<file path="src/rtl/digital_clock_time_ctrl_pkg.sv">
// Shared encodings and limits for the digital-clock time controller.
package digital_clock_pkg;

    localparam int unsigned DIGIT_W = 4;

    localparam logic [1:0] MODE_RUN      = 2'd0;
    localparam logic [1:0] MODE_SET_HOUR = 2'd1;
    localparam logic [1:0] MODE_SET_MIN  = 2'd2;

    localparam int unsigned SEC_MAX  = 59;
    localparam int unsigned MIN_MAX  = 59;
    localparam int unsigned HOUR_MAX = 23;

    typedef enum logic [1:0] {
        StRun     = MODE_RUN,
        StSetHour = MODE_SET_HOUR,
        StSetMin  = MODE_SET_MIN
    } mode_e;

endpackage

</file>
<file path="src/rtl/digital_clock_time_ctrl_if.sv">
// Key inputs and display outputs of the time controller.
interface digital_clock_time_ctrl_if;
    import digital_clock_pkg::*;

    logic               En;
    logic               key_mode;
    logic               key_inc;
    logic [DIGIT_W-1:0] S0, S1, M0, M1, H0, H1;
    logic [1:0]         mode;
    logic               blink;
    logic               chime;

    modport master (
        output En, key_mode, key_inc,
        input  S0, S1, M0, M1, H0, H1, mode, blink, chime
    );

    modport slave (
        input  En, key_mode, key_inc,
        output S0, S1, M0, M1, H0, H1, mode, blink, chime
    );

endinterface

</file>
<file path="src/rtl/digital_clock_time_ctrl_bcd_mod_counter.sv">
// Two-digit BCD counter wrapping MAX -> 00 on inc; tc flags value == MAX.
module bcd_mod_counter
    import digital_clock_pkg::*;
#(
    parameter int unsigned MAX = 59
) (
    input  logic               CLK,
    input  logic               CR,
    input  logic               inc,
    output logic [DIGIT_W-1:0] tens,
    output logic [DIGIT_W-1:0] units,
    output logic               tc
);

    localparam logic [DIGIT_W-1:0] MAX_T = DIGIT_W'(MAX / 10);
    localparam logic [DIGIT_W-1:0] MAX_U = DIGIT_W'(MAX % 10);

    logic [DIGIT_W-1:0] tens_q, units_q;

    assign tc    = (tens_q == MAX_T) && (units_q == MAX_U);
    assign tens  = tens_q;
    assign units = units_q;

    always_ff @(posedge CLK) begin
        if (!CR) begin
            tens_q  <= '0;
            units_q <= '0;
        end else if (inc) begin
            if (tc) begin
                tens_q  <= '0;
                units_q <= '0;
            end else if (units_q >= DIGIT_W'(9)) begin
                tens_q  <= tens_q + 1'b1;
                units_q <= '0;
            end else begin
                units_q <= units_q + 1'b1;
            end
        end
    end

endmodule

</file>
<file path="src/rtl/digital_clock_time_ctrl.sv">
// hh:mm:ss time chain with RUN/SET_HOUR/SET_MIN key FSM and blink strobe.
// Optional hourly chime enabled by `define DIGITAL_CLOCK_CHIME_EN.
module digital_clock_time_ctrl
    import digital_clock_pkg::*;
#(
    parameter int unsigned DIV       = 50_000_000,
    parameter int unsigned CHIME_CYC = 4
) (
    input  logic                      CLK,
    input  logic                      CR,
    digital_clock_time_ctrl_if.slave  bus
);

    localparam int unsigned    PW        = $clog2(DIV);
    localparam logic [PW-1:0]  PRESC_MAX = PW'(DIV - 1);
    localparam logic [PW-1:0]  HALF_MAX  = PW'(DIV / 2 - 1);

    mode_e          mode_q;
    logic [PW-1:0]  presc_q;
    logic [PW-1:0]  half_q;
    logic           blink_q;

    logic in_run, tick, inc_key, leave_set;
    logic sec_tc, min_tc, unused_hour_tc;
    logic sec_inc, min_inc, hour_inc;

    assign in_run    = (mode_q == StRun);
    assign tick      = (presc_q == PRESC_MAX) && bus.En && in_run;
    // key_mode takes priority: a coincident key_inc is dropped.
    assign inc_key   = bus.key_inc && !bus.key_mode;
    assign leave_set = bus.key_mode && (mode_q == StSetMin);

    assign sec_inc  = tick;
    assign min_inc  = (tick && sec_tc) || (inc_key && (mode_q == StSetMin));
    assign hour_inc = (tick && sec_tc && min_tc) || (inc_key && (mode_q == StSetHour));

    always_ff @(posedge CLK) begin
        if (!CR) begin
            mode_q  <= StRun;
            presc_q <= '0;
            half_q  <= '0;
            blink_q <= 1'b0;
        end else begin
            if (bus.key_mode) begin
                case (mode_q)
                    StRun:     mode_q <= StSetHour;
                    StSetHour: mode_q <= StSetMin;
                    default:   mode_q <= StRun;
                endcase
            end

            if (leave_set) begin
                presc_q <= '0;
            end else if (bus.En && in_run) begin
                presc_q <= (presc_q == PRESC_MAX) ? '0 : presc_q + 1'b1;
            end

            // Blink half counter free-runs in SET modes, independent of En.
            if (in_run || leave_set) begin
                half_q  <= '0;
                blink_q <= 1'b0;
            end else if (half_q == HALF_MAX) begin
                half_q  <= '0;
                blink_q <= !blink_q;
            end else begin
                half_q  <= half_q + 1'b1;
            end
        end
    end

    bcd_mod_counter #(.MAX(SEC_MAX)) u_sec (
        .CLK   (CLK),
        .CR    (CR && !leave_set),
        .inc   (sec_inc),
        .tens  (bus.S1),
        .units (bus.S0),
        .tc    (sec_tc)
    );

    bcd_mod_counter #(.MAX(MIN_MAX)) u_min (
        .CLK   (CLK),
        .CR    (CR),
        .inc   (min_inc),
        .tens  (bus.M1),
        .units (bus.M0),
        .tc    (min_tc)
    );

    bcd_mod_counter #(.MAX(HOUR_MAX)) u_hour (
        .CLK   (CLK),
        .CR    (CR),
        .inc   (hour_inc),
        .tens  (bus.H1),
        .units (bus.H0),
        .tc    (unused_hour_tc)
    );

    assign bus.mode  = mode_q;
    assign bus.blink = blink_q;

`ifdef DIGITAL_CLOCK_CHIME_EN
    localparam int unsigned CW = $clog2(CHIME_CYC + 1);

    // Remaining ticks of chime; reloaded by every mm:ss 59:59 rollover.
    logic [CW-1:0] chime_q;

    always_ff @(posedge CLK) begin
        if (!CR) begin
            chime_q <= '0;
        end else if (tick && sec_tc && min_tc) begin
            chime_q <= CW'(CHIME_CYC);
        end else if (tick && (chime_q != '0)) begin
            chime_q <= chime_q - 1'b1;
        end
    end

    assign bus.chime = (chime_q != '0);
`else
    logic unused_chime_cfg;
    assign unused_chime_cfg = ^CHIME_CYC;
    assign bus.chime        = 1'b0;
`endif

endmodule

</file>
<file path="src/flat_wrapper.sv">
// flat-port wrapper written by rule: the top's interface ports become plain ports
module digital_clock_time_ctrl_flat import digital_clock_pkg::*;
#(
    parameter int unsigned DIV       = 50_000_000,
    parameter int unsigned CHIME_CYC = 4
)
  (CLK, CR, bus_En, bus_key_mode, bus_key_inc, bus_S0, bus_S1, bus_M0, bus_M1, bus_H0, bus_H1, bus_mode, bus_blink, bus_chime);
  digital_clock_time_ctrl_if bus_i ();
  input  logic CLK;
  input  logic CR;
  input wire logic [$bits(bus_i.En)-1:0] bus_En;
  input wire logic [$bits(bus_i.key_mode)-1:0] bus_key_mode;
  input wire logic [$bits(bus_i.key_inc)-1:0] bus_key_inc;
  output wire logic [$bits(bus_i.S0)-1:0] bus_S0;
  output wire logic [$bits(bus_i.S1)-1:0] bus_S1;
  output wire logic [$bits(bus_i.M0)-1:0] bus_M0;
  output wire logic [$bits(bus_i.M1)-1:0] bus_M1;
  output wire logic [$bits(bus_i.H0)-1:0] bus_H0;
  output wire logic [$bits(bus_i.H1)-1:0] bus_H1;
  output wire logic [$bits(bus_i.mode)-1:0] bus_mode;
  output wire logic [$bits(bus_i.blink)-1:0] bus_blink;
  output wire logic [$bits(bus_i.chime)-1:0] bus_chime;
  assign bus_i.En = bus_En;
  assign bus_i.key_mode = bus_key_mode;
  assign bus_i.key_inc = bus_key_inc;
  assign bus_S0 = bus_i.S0;
  assign bus_S1 = bus_i.S1;
  assign bus_M0 = bus_i.M0;
  assign bus_M1 = bus_i.M1;
  assign bus_H0 = bus_i.H0;
  assign bus_H1 = bus_i.H1;
  assign bus_mode = bus_i.mode;
  assign bus_blink = bus_i.blink;
  assign bus_chime = bus_i.chime;
  digital_clock_time_ctrl #(.DIV(DIV), .CHIME_CYC(CHIME_CYC)) u_core (.CLK(CLK), .CR(CR), .bus(bus_i));
endmodule
</file>
<file path="config.mk">
export PLATFORM = sky130hd
export DESIGN_NAME = digital_clock_time_ctrl_flat
export DESIGN_NICKNAME = d
export VERILOG_FILES = /design/src/rtl/digital_clock_time_ctrl_pkg.sv /design/src/rtl/digital_clock_time_ctrl_if.sv /design/src/rtl/digital_clock_time_ctrl_bcd_mod_counter.sv /design/src/rtl/digital_clock_time_ctrl.sv /design/src/flat_wrapper.sv
export SDC_FILE = /design/constraint.sdc
export NUM_CORES = 1
export LEC_CHECK = 0
export CORE_AREA = 5 5 104 106
export CTS_CLUSTER_SIZE = 8
export DETAILED_ROUTE_END_ITERATION = 12
export DIE_AREA = 0 0 109 111
export PLACE_DENSITY = 0.67
export SYNTH_ARGS = -nofsm -noshare
export SYNTH_HDL_FRONTEND = slang
export SYNTH_HIERARCHICAL = 1
export SYNTH_SLANG_ARGS = --single-unit
</file>
<file path="constraint.sdc">
create_clock -name CLK -period 7 [get_ports CLK]
set_input_delay 1.4 -clock CLK [delete_from_list [all_inputs] [get_ports CLK]]
set_output_delay 1.4 -clock CLK [all_outputs]
set_load 0.02 [all_outputs]
</file>
# Word level (Yosys, flattened, before mapping)
# Cells that the tools add are included.
dict set report word_totals {
  reg_bits 79
  in_bits 5
  output_inout_bits 28
  elab_cells 75
}
dict set report classes {
  n_addsub 8
  n_lt_le_gt_ge 3
  n_eq_ne 10
  n_mux 14
  n_bitwise 1
  n_reduce_logical 29
}
# op n
set op_table {}
lappend op_table {{adder 26 x 1 -> 26 bit (second input constant)} 2}
lappend op_table {{2-to-1 mux 4 bit} 12}
lappend op_table {{== test 26 x 25 -> 1 bit (second input constant)} 1}
lappend op_table {{== test 26 bit (second input constant)} 1}
lappend op_table {{2-to-1 mux 26 bit} 1}
lappend op_table {{adder 4 x 1 -> 4 bit (second input constant)} 6}
lappend op_table {{logical AND 1 bit} 13}
lappend op_table {{>= comparator 4 bit (second input constant)} 3}
lappend op_table {{== test 4 x 2 -> 1 bit (second input constant)} 2}
lappend op_table {{== test 4 x 3 -> 1 bit (second input constant)} 2}
lappend op_table {{== test 4 bit (second input constant)} 2}
lappend op_table {{AND reduction 2 bit} 3}
lappend op_table {{nonzero test 2 bit} 3}
lappend op_table {{one-hot mux 2 bit (2 select lines)} 1}
lappend op_table {{OR reduction 2 bit} 2}
lappend op_table {{zero test 1 bit} 3}
lappend op_table {{logical OR 1 bit} 3}
lappend op_table {{OR reduction 3 bit} 1}
lappend op_table {{== test 2 x 1 -> 1 bit (second input constant)} 1}
lappend op_table {{== test 2 bit (second input constant)} 1}
lappend op_table {{zero test 2 bit} 1}
lappend op_table {{inverter 1 bit} 1}

# Longest topological paths before layout
# Gate-level depths: netlist of run 1.
dict set report depth {
  depth_word 7
  mapped_depth 10
}

# Modules after synthesis
# Netlist of run 1, hierarchy kept.
# mod n_inst cells_each area_each_um2 seq_area_each_um2
set modules_own_cells {}
lappend modules_own_cells {digital_clock_time_ctrl 1 309 2666.3 1101.1}
lappend modules_own_cells {{bcd_mod_counter (u_core.u_min ...)} 2 50 445.4 160.2}
lappend modules_own_cells {{bcd_mod_counter (u_core.u_hour)} 1 49 459.2 160.2}

# Least setup slack after synthesis of run 1
# OpenSTA, ideal clock, no wires.
dict set report synth_timing {
  path_kind {input port to flip-flop}
  startpoint {in bus_En}
  endpoint {reg u_core.u_hour.tens_q[3], in the netlist u_core/u_hour/tens[3]}
  arrival_time_ns 3.270
  setup_slack_ns 3.660
  stages 8
  cell_sequence {nor3b_4 -> nand3_1 -> buf_2 -> nor2_1 -> a31o_2 -> nand2_2 -> or4_1 -> a21boi_1}
}
dict set report synth_between {
  elab_chain_len 6
}
# element line_no
set synth_rtl {}
lappend synth_rtl {{start: declaration} flat_wrapper.sv:11} ;# input wire logic [$bits(bus_i.En)-1:0] bus_En;
lappend synth_rtl {{logical AND 1 bit (2 in a row)} digital_clock_time_ctrl.sv:28} ;# assign tick = (presc_q == PRESC_MAX) && bus.En && in_run;
lappend synth_rtl {{named net u_core.sec_inc} digital_clock_time_ctrl.sv:25} ;# logic sec_inc, min_inc, hour_inc;
lappend synth_rtl {{logical AND 1 bit (2 in a row)} digital_clock_time_ctrl.sv:35} ;# assign hour_inc = (tick && sec_tc && min_tc) || (inc_key && (mode_q == StSetHour));
lappend synth_rtl {{logical OR 1 bit} digital_clock_time_ctrl.sv:35}
lappend synth_rtl {{named net u_core.hour_inc} digital_clock_time_ctrl.sv:25}
lappend synth_rtl {{AND reduction 2 bit (no line)} -}
lappend synth_rtl {{end signal: assignment} digital_clock_time_ctrl_bcd_mod_counter.sv:33} ;# tens_q <= tens_q + 1'b1;
lappend synth_rtl {{end: declaration} digital_clock_time_ctrl_bcd_mod_counter.sv:18} ;# logic [DIGIT_W-1:0] tens_q, units_q;
# The timed path passes the listed nets, and every way through them passes these cells.
# A chain may end at the register's enable or synchronous reset.

# Final worst setup path of run 1
dict set report layout_timing {
  startpoint {in bus_En}
  endpoint {reg u_core.u_min.tens_q[3], in the netlist u_core/u_min/tens[3]}
}
dict set report layout_between {
  elab_chain_len 5
}
# element line_no
set layout_rtl {}
lappend layout_rtl {{logical AND 1 bit (2 in a row)} digital_clock_time_ctrl.sv:28}
lappend layout_rtl {{named net u_core.sec_inc} digital_clock_time_ctrl.sv:25}
lappend layout_rtl {{logical AND 1 bit} digital_clock_time_ctrl.sv:34} ;# assign min_inc = (tick && sec_tc) || (inc_key && (mode_q == StSetMin));
lappend layout_rtl {{logical OR 1 bit} digital_clock_time_ctrl.sv:34}
lappend layout_rtl {{named net u_core.min_inc} digital_clock_time_ctrl.sv:25}
lappend layout_rtl {{AND reduction 2 bit (no line)} -}
lappend layout_rtl {{end signal: assignment} digital_clock_time_ctrl_bcd_mod_counter.sv:33}
lappend layout_rtl {{end: declaration} digital_clock_time_ctrl_bcd_mod_counter.sv:18}
# The timed path passes the listed nets, and every way through them passes these cells.

==> results of run 1 <==
final cells by class:
| type | count | area (µm²) |
|---|---|---|
| fill | 935 | 5040 |
| multi-input combinational | 349 | 2290 |
| sequential | 79 | 1580 |
| timing repair buffer | 31 | 310 |
| tap | 133 | 166 |
| clock buffer | 12 | 155 |
| clock inverter | 3 | 90.1 |
| inverter | 15 | 56.3 |
critical path, delay by kind of cell:
kind	cells	cell delay [ns]
AOI/OAI and AO/OA	2	0.52
and+or+nand+nor	5	2.21
buffers and inverters	1	0.49
layout by cell type (no fill, tap or decap), types with 8 or more instances in the layout:
cell type and instances:
xnor2_1 24, o31ai_1 8, nand4_1 19, nand2_1 31, nor3_1 8, nor2_1 69
dfxtp_1 79, a21oi_1 11, clkbuf_8 11, xor2_1 23, nor4_1 8, ha_1 17
nand3_1 29, clkdlybuf4s50_1 31, inv_1 15, o21ai_0 11
power breakdown:
group	leakage (µW)	switching [µW]	internal [µW]	total [µW]
logic	0.000741	21.6	14.6	36.2
clock network	0.000123	159	255	413
registers	0.000637	7.29	454	461
per-stage QoR:
stage / total power, µW / util, % / area (µm²) / cells
6_report: 911 / 48.0 / 4650 / 622
5_1_grt: 947 / 48.0 / 4650 / 622
4_1_cts: 921 / 48.0 / 4650 / 622
3_5_place_dp: 508 / 45.5 / 4400 / 607
3_3_place_gp: 507 / 45.5 / 4400 / 607
2_1_floorplan: 498 / - / 4010 / 457
per-layer routing:
metal	up-vias	track usage (%)	part of all wire, %
met5	-	0	0
li1	1670	-	-
met3	8	5.07	4.9
met4	0	3.45	1.0
met1	1535	17.7	47
met2	58	23.0	47
state kept, by name, indices dropped and copies added (netlist names):
| register | cells |
|---|---|
| u_core/u_hour/units | 4 |
| u_core/u_min/tens | 4 |
| u_core/u_hour/tens | 4 |
| u_core/u_sec/units | 4 |
| u_core/bus.blink | 1 |
| u_core/bus.mode | 2 |
| u_core/u_min/units | 4 |
| u_core/u_sec/tens | 4 |
| u_core/half_q | 26 |
| u_core/presc_q | 26 |
path summary, 6_finish.rpt:
kind / from / endpoint / slack, ns
worst min register to register: u_core/half_q[0] / u_core/half_q[0] / 0.46
worst min-delay path: u_core/half_q[0] / u_core/half_q[0] / 0.46
worst max-delay path: bus_En / u_core/u_min/tens[3] / 2.65
worst max register to register: u_core/bus.mode[0] / u_core/u_min/tens[3] / 3.75
==> results.json, run 1 <==
{
  "layout-drive-gt1-share_pct": 6.34,
  "ant_nets": 0,
  "clockRootBuffer": "clkbuf_8",
  "max_clock_freq_ghz": 0.230,
  "dpl_worst_slack_ns": 2.33,
  "track_usage_pct": 14.2,
  "grt_pass1_vias": 3222,
  "finalSetupViolations": 0,
  "fin_crit_ns": 4.35,
  "crit_chain": "clkdlybuf4s50_1 -> nor3b_4 -> nand3_1 -> nor2_1 -> a21o_1 -> nand2_2 -> or4_1 -> a21oi_1",
  "antennaDiodeCount": 0,
  "crit_slowest_cell": "nor2_1",
  "ctsResizeCount": 0,
  "die_w_um": 109,
  "p_leak_uw": 0.00150,
  "grt_antenna_before_repair": 0,
  "power_per_cell_area_nw_per_um2": 196,
  "rsz0062_at_grt": "no",
  "cts_sinks": 79,
  "nNetsFinal": 507,
  "h-tree-depth": 3,
  "hold_violations": 0,
  "status": "completed",
  "worstHoldPathCells": 1,
  "crit_fanout": 14,
  "syn_inst": 457,
  "rows": 36,
  "worstPathArrival_ns": 4.64,
  "drc": 0,
  "core_um2": 9680,
  "rr_worst_depth": 7,
  "hp-class": "reg2reg",
  "dpl.hpwl_um": 5740,
  "place.port_buffers": 31,
  "ios": 33,
  "vias": 3271,
  "slowest_delay_ns": 0.74,
  "synth_area_um2": 4010,
  "overflow": 0,
  "yosys_warnings": 6,
  "relSlewSlack_pct": 44.4,
  "grt_max_degree": 27,
  "fin_ws_ns": 2.65,
  "crit_path_end_kind": "register",
  "syn_avg_cell_area_um2": 8.77,
  "worstSkewPairLatency_ns": 0.34,
  "path_clk_slew_ns": 0.08,
  "drv_cap": 0,
  "critPathLaunchType": "input port",
  "peakVddDrop_mv": 0.121,
  "globalplace.congestion": 0.818,
  "die-area_um2": 12100,
  "syn-num-nets": 479,
  "drtPass1Iterations": 8,
  "drt_iter0_markers": 187,
  "cts_setup_buffers": 0,
  "required_ns": 7.28,
  "areaGrowthSynthToFinish_pct": 15.9,
  "cts_tree": "yes",
  "viasPerCell": 5.26,
  "numCtsBuffers": 9,
  "worst_slew_pin_slew_ns": 0.826,
  "grt_pass1_wl_um": 14300,
  "drv_slew": 0,
  "hold_buffers": 0,
  "clock_tree.buffer_depth": 2,
  "holdWs_ns": 0.460,
  "die_h_um": 111,
  "finalClockSkew_ns": 0.0114,
  "wirelength_um": 8190,
  "wl_per_cell_um": 13.2,
  "initial_core_util_pct": 41.4,
  "min_period_over_period_pct": 62.2,
  "critPathKind": "in2reg",
  "fin_tns_setup_ns": 0
}
No activity file was read; power rests on OpenSTA's default activity.
==> inputs of run 2 (changes only) <==
--- a/config.mk
+++ b/config.mk
@@ -9,7 +9,7 @@
 export CTS_CLUSTER_SIZE = 8
 export DETAILED_ROUTE_END_ITERATION = 12
 export DIE_AREA = 0 0 109 111
-export PLACE_DENSITY = 0.67
+export PLACE_DENSITY = 0.69
 export SYNTH_ARGS = -nofsm -noshare
 export SYNTH_HDL_FRONTEND = slang
 export SYNTH_HIERARCHICAL = 1
==> constraint.sdc (replaced) <==
create_clock -name CLK -period 3.6 [get_ports CLK]
set_input_delay 0.72 -clock CLK [delete_from_list [all_inputs] [get_ports CLK]]
set_output_delay 0.72 -clock CLK [all_outputs]
set_load 0.02 [all_outputs]
==> run 2 against run 1 <==
  * Worst setup slack worse by 1.8 ns
  * Cell area shrank 0.54%
  * Flip-flop and latch count unchanged
  * Worst hold slack better by 0.024 ns
  * Wire length fell by 1.6%
  * Critical path type is now reg2reg
  * Highest routed layer unchanged
==> results.json, run 2 (synthesis results as in run 1) <==
{
  "status": "completed",
  "finalClockSkew_ns": 0.0115,
  "drc": 0,
  "reg2reg_slack_ns": 0.84,
  "worstPathArrival_ns": 3.03,
  "cts_sinks": 79,
  "path_clk_slew_ns": 0.08,
  "slowest_delay_ns": 0.60,
  "die-area_um2": 12100,
  "critPathKind": "reg2reg",
  "crit_slowest_cell": "or4_4",
  "r2r-start": "u_core/presc_q[10]",
  "fin_crit_ns": 2.76,
  "viasPerCell": 5.24,
  "wl_per_cell_um": 12.8,
  "wirelength_um": 8060,
  "crit_path_end_kind": "register",
  "numCtsBuffers": 9,
  "grt_max_degree": 27,
  "worstSkewPairLatency_ns": 0.34,
  "grt_antenna_before_repair": 0,
  "top_regs": "u_core/half_q: 26 flops, u_core/presc_q: 26 flops",
  "h-tree-depth": 3,
  "cts_setup_buffers": 0,
  "layout_commonest_cell": "dfxtp_1",
  "crit_chain": "nor4_1 -> nand3b_1 -> or4_4 -> nor2_1 -> a31o_2 -> nand2_2 -> or4_1 -> a21boi_1",
  "hold_violations": 0,
  "drt_iter0_markers": 212,
  "grt_pass1_wl_um": 13900,
  "die_h_um": 111,
  "crit_fanout": 8,
  "drv_slew": 0,
  "nNetsFinal": 511,
  "rsz0062_at_grt": "no",
  "r2r_end": "u_core/u_hour/tens[3]",
  "worst_slew_pin_slew_ns": 0.901,
  "worstHoldPathCells": 1,
  "core_um2": 9680,
  "dpl.hpwl_um": 5740,
  "relSlewSlack_pct": 39.4,
  "grt_pass1_vias": 3081,
  "required_ns": 3.87,
  "max_clock_freq_ghz": 0.362,
  "hp-class": "reg2reg",
  "rr_worst_depth": 8,
  "overflow": 0,
  "min_period_over_period_pct": 76.8,
  "p_leak_uw": 0.00149,
  "fillCellCount": 916,
  "drv_cap": 0,
  "cts_tree": "yes",
  "ctsResizeCount": 0,
  "die_w_um": 109,
  "crit_family": "simple AND/OR/NAND/NOR gates",
  "hold_buffers": 0,
  "globalplace.congestion": 0.820,
  "clockRootBuffer": "clkbuf_8",
  "layout-drive-gt1-share_pct": 7.09,
  "power_per_cell_area_nw_per_um2": 348,
  "drtPass1Iterations": 5,
  "antennaDiodeCount": 0,
  "place.port_buffers": 31,
  "total_power_uw": 1610,
  "track_usage_pct": 13.8,
  "clock_tree.buffer_depth": 2,
  "fin_cells": 627,
  "holdPathEnd": "u_core/half_q[0]",
  "path_buf_inv": 0,
  "ant_nets": 0,
  "areaGrowthSynthToFinish_pct": 15.3,
  "rows": 36,
  "peakVddDrop_mv": 0.185,
  "hold_path_startpoint": "u_core/half_q[0]",
  "fin_tns_setup_ns": 0,
  "vias": 3287,
  "dp.cells": 611,
  "critPathLaunchType": "register",
  "final_cell_mix": "79 x dfxtp_1, 69 x nor2_1, 31 x clkdlybuf4s50_1, 31 x nand2_1, 29 x nand3_1",
  "ios": 33,
  "finalSetupViolations": 0,
  "initial_core_util_pct": 41.4
}
[run 2: cell types whose count changed in the layout (fill, tap and decap cells not counted), sizes merged]
cell,delta
clkbuf,-1
clkinv,+2
bufinv,-2
clkinvlp,+2
buf,+4
[run 2: per-layer routing]
layer	vias to the layer above	GRT usage, %	routed length (µm)
li1	1685	-	-
met1	1532	17.4	3870
met2	61	22.6	3790
met3	9	4.72	300
met4	0	3.11	95
met5	-	0	0
[run 2: metrics by stage]
| stage | utilization, % | setup WS, ns | cell area (µm²) | hold WS, ns |
|---|---|---|---|---|
| CTS | 47.7 | 0.854 | 4620 | 0.499 |
| global route | 47.7 | 0.606 | 4620 | 0.523 |
| global placement | 45.8 | 0.618 | 4430 | 0.439 |
| detailed placement | 45.8 | 0.553 | 4430 | 0.460 |
| finish | 47.7 | 0.837 | 4620 | 0.484 |
| floorplan | - | 0.940 | 4010 | 0.426 |
[run 2: worst max path at each step]
stage	start	end	slack (ns)	cells past startpoint
6_report	u_core/presc_q[10]	u_core/u_hour/tens[3]	0.84	8
5_1_grt	u_core/presc_q[8]	u_core/u_min/tens[3]	0.61	8
4_1_cts	u_core/presc_q[10]	u_core/u_hour/tens[3]	0.85	8
3_5_place_dp	bus_En	u_core/u_min/tens[3]	0.55	9
3_3_place_gp	bus_En	u_core/u_min/tens[3]	0.62	9
2_1_floorplan	bus_En	u_core/u_hour/tens[3]	0.94	8
[run 2: cell type report]
class	count	area [µm²]	area share [%]
inverters	15	56.3	1.22
clock buffers	11	131	2.84
multi-input cells	349	2290	49.5
repair buffers	35	340	7.36
well taps	133	166	3.60
clock inverters	5	58.8	1.27
flip-flops and latches	79	1580	34.2
[run 2: worst register-to-register path: stages (launching register included)]
cell and delay, ns:
dfxtp_1 0.40, nor4_1 0.28, nand3b_1 0.11, or4_4 0.60, nor2_1 0.21, a31o_2 0.28
nand2_2 0.13, or4_1 0.53, a21boi_1 0.16
[run 2: where the power goes]
group          switching (µW)  internal, µW
clock                     317           321
sequential               14.0           883
combinational            42.8          30.7
total                     374          1230
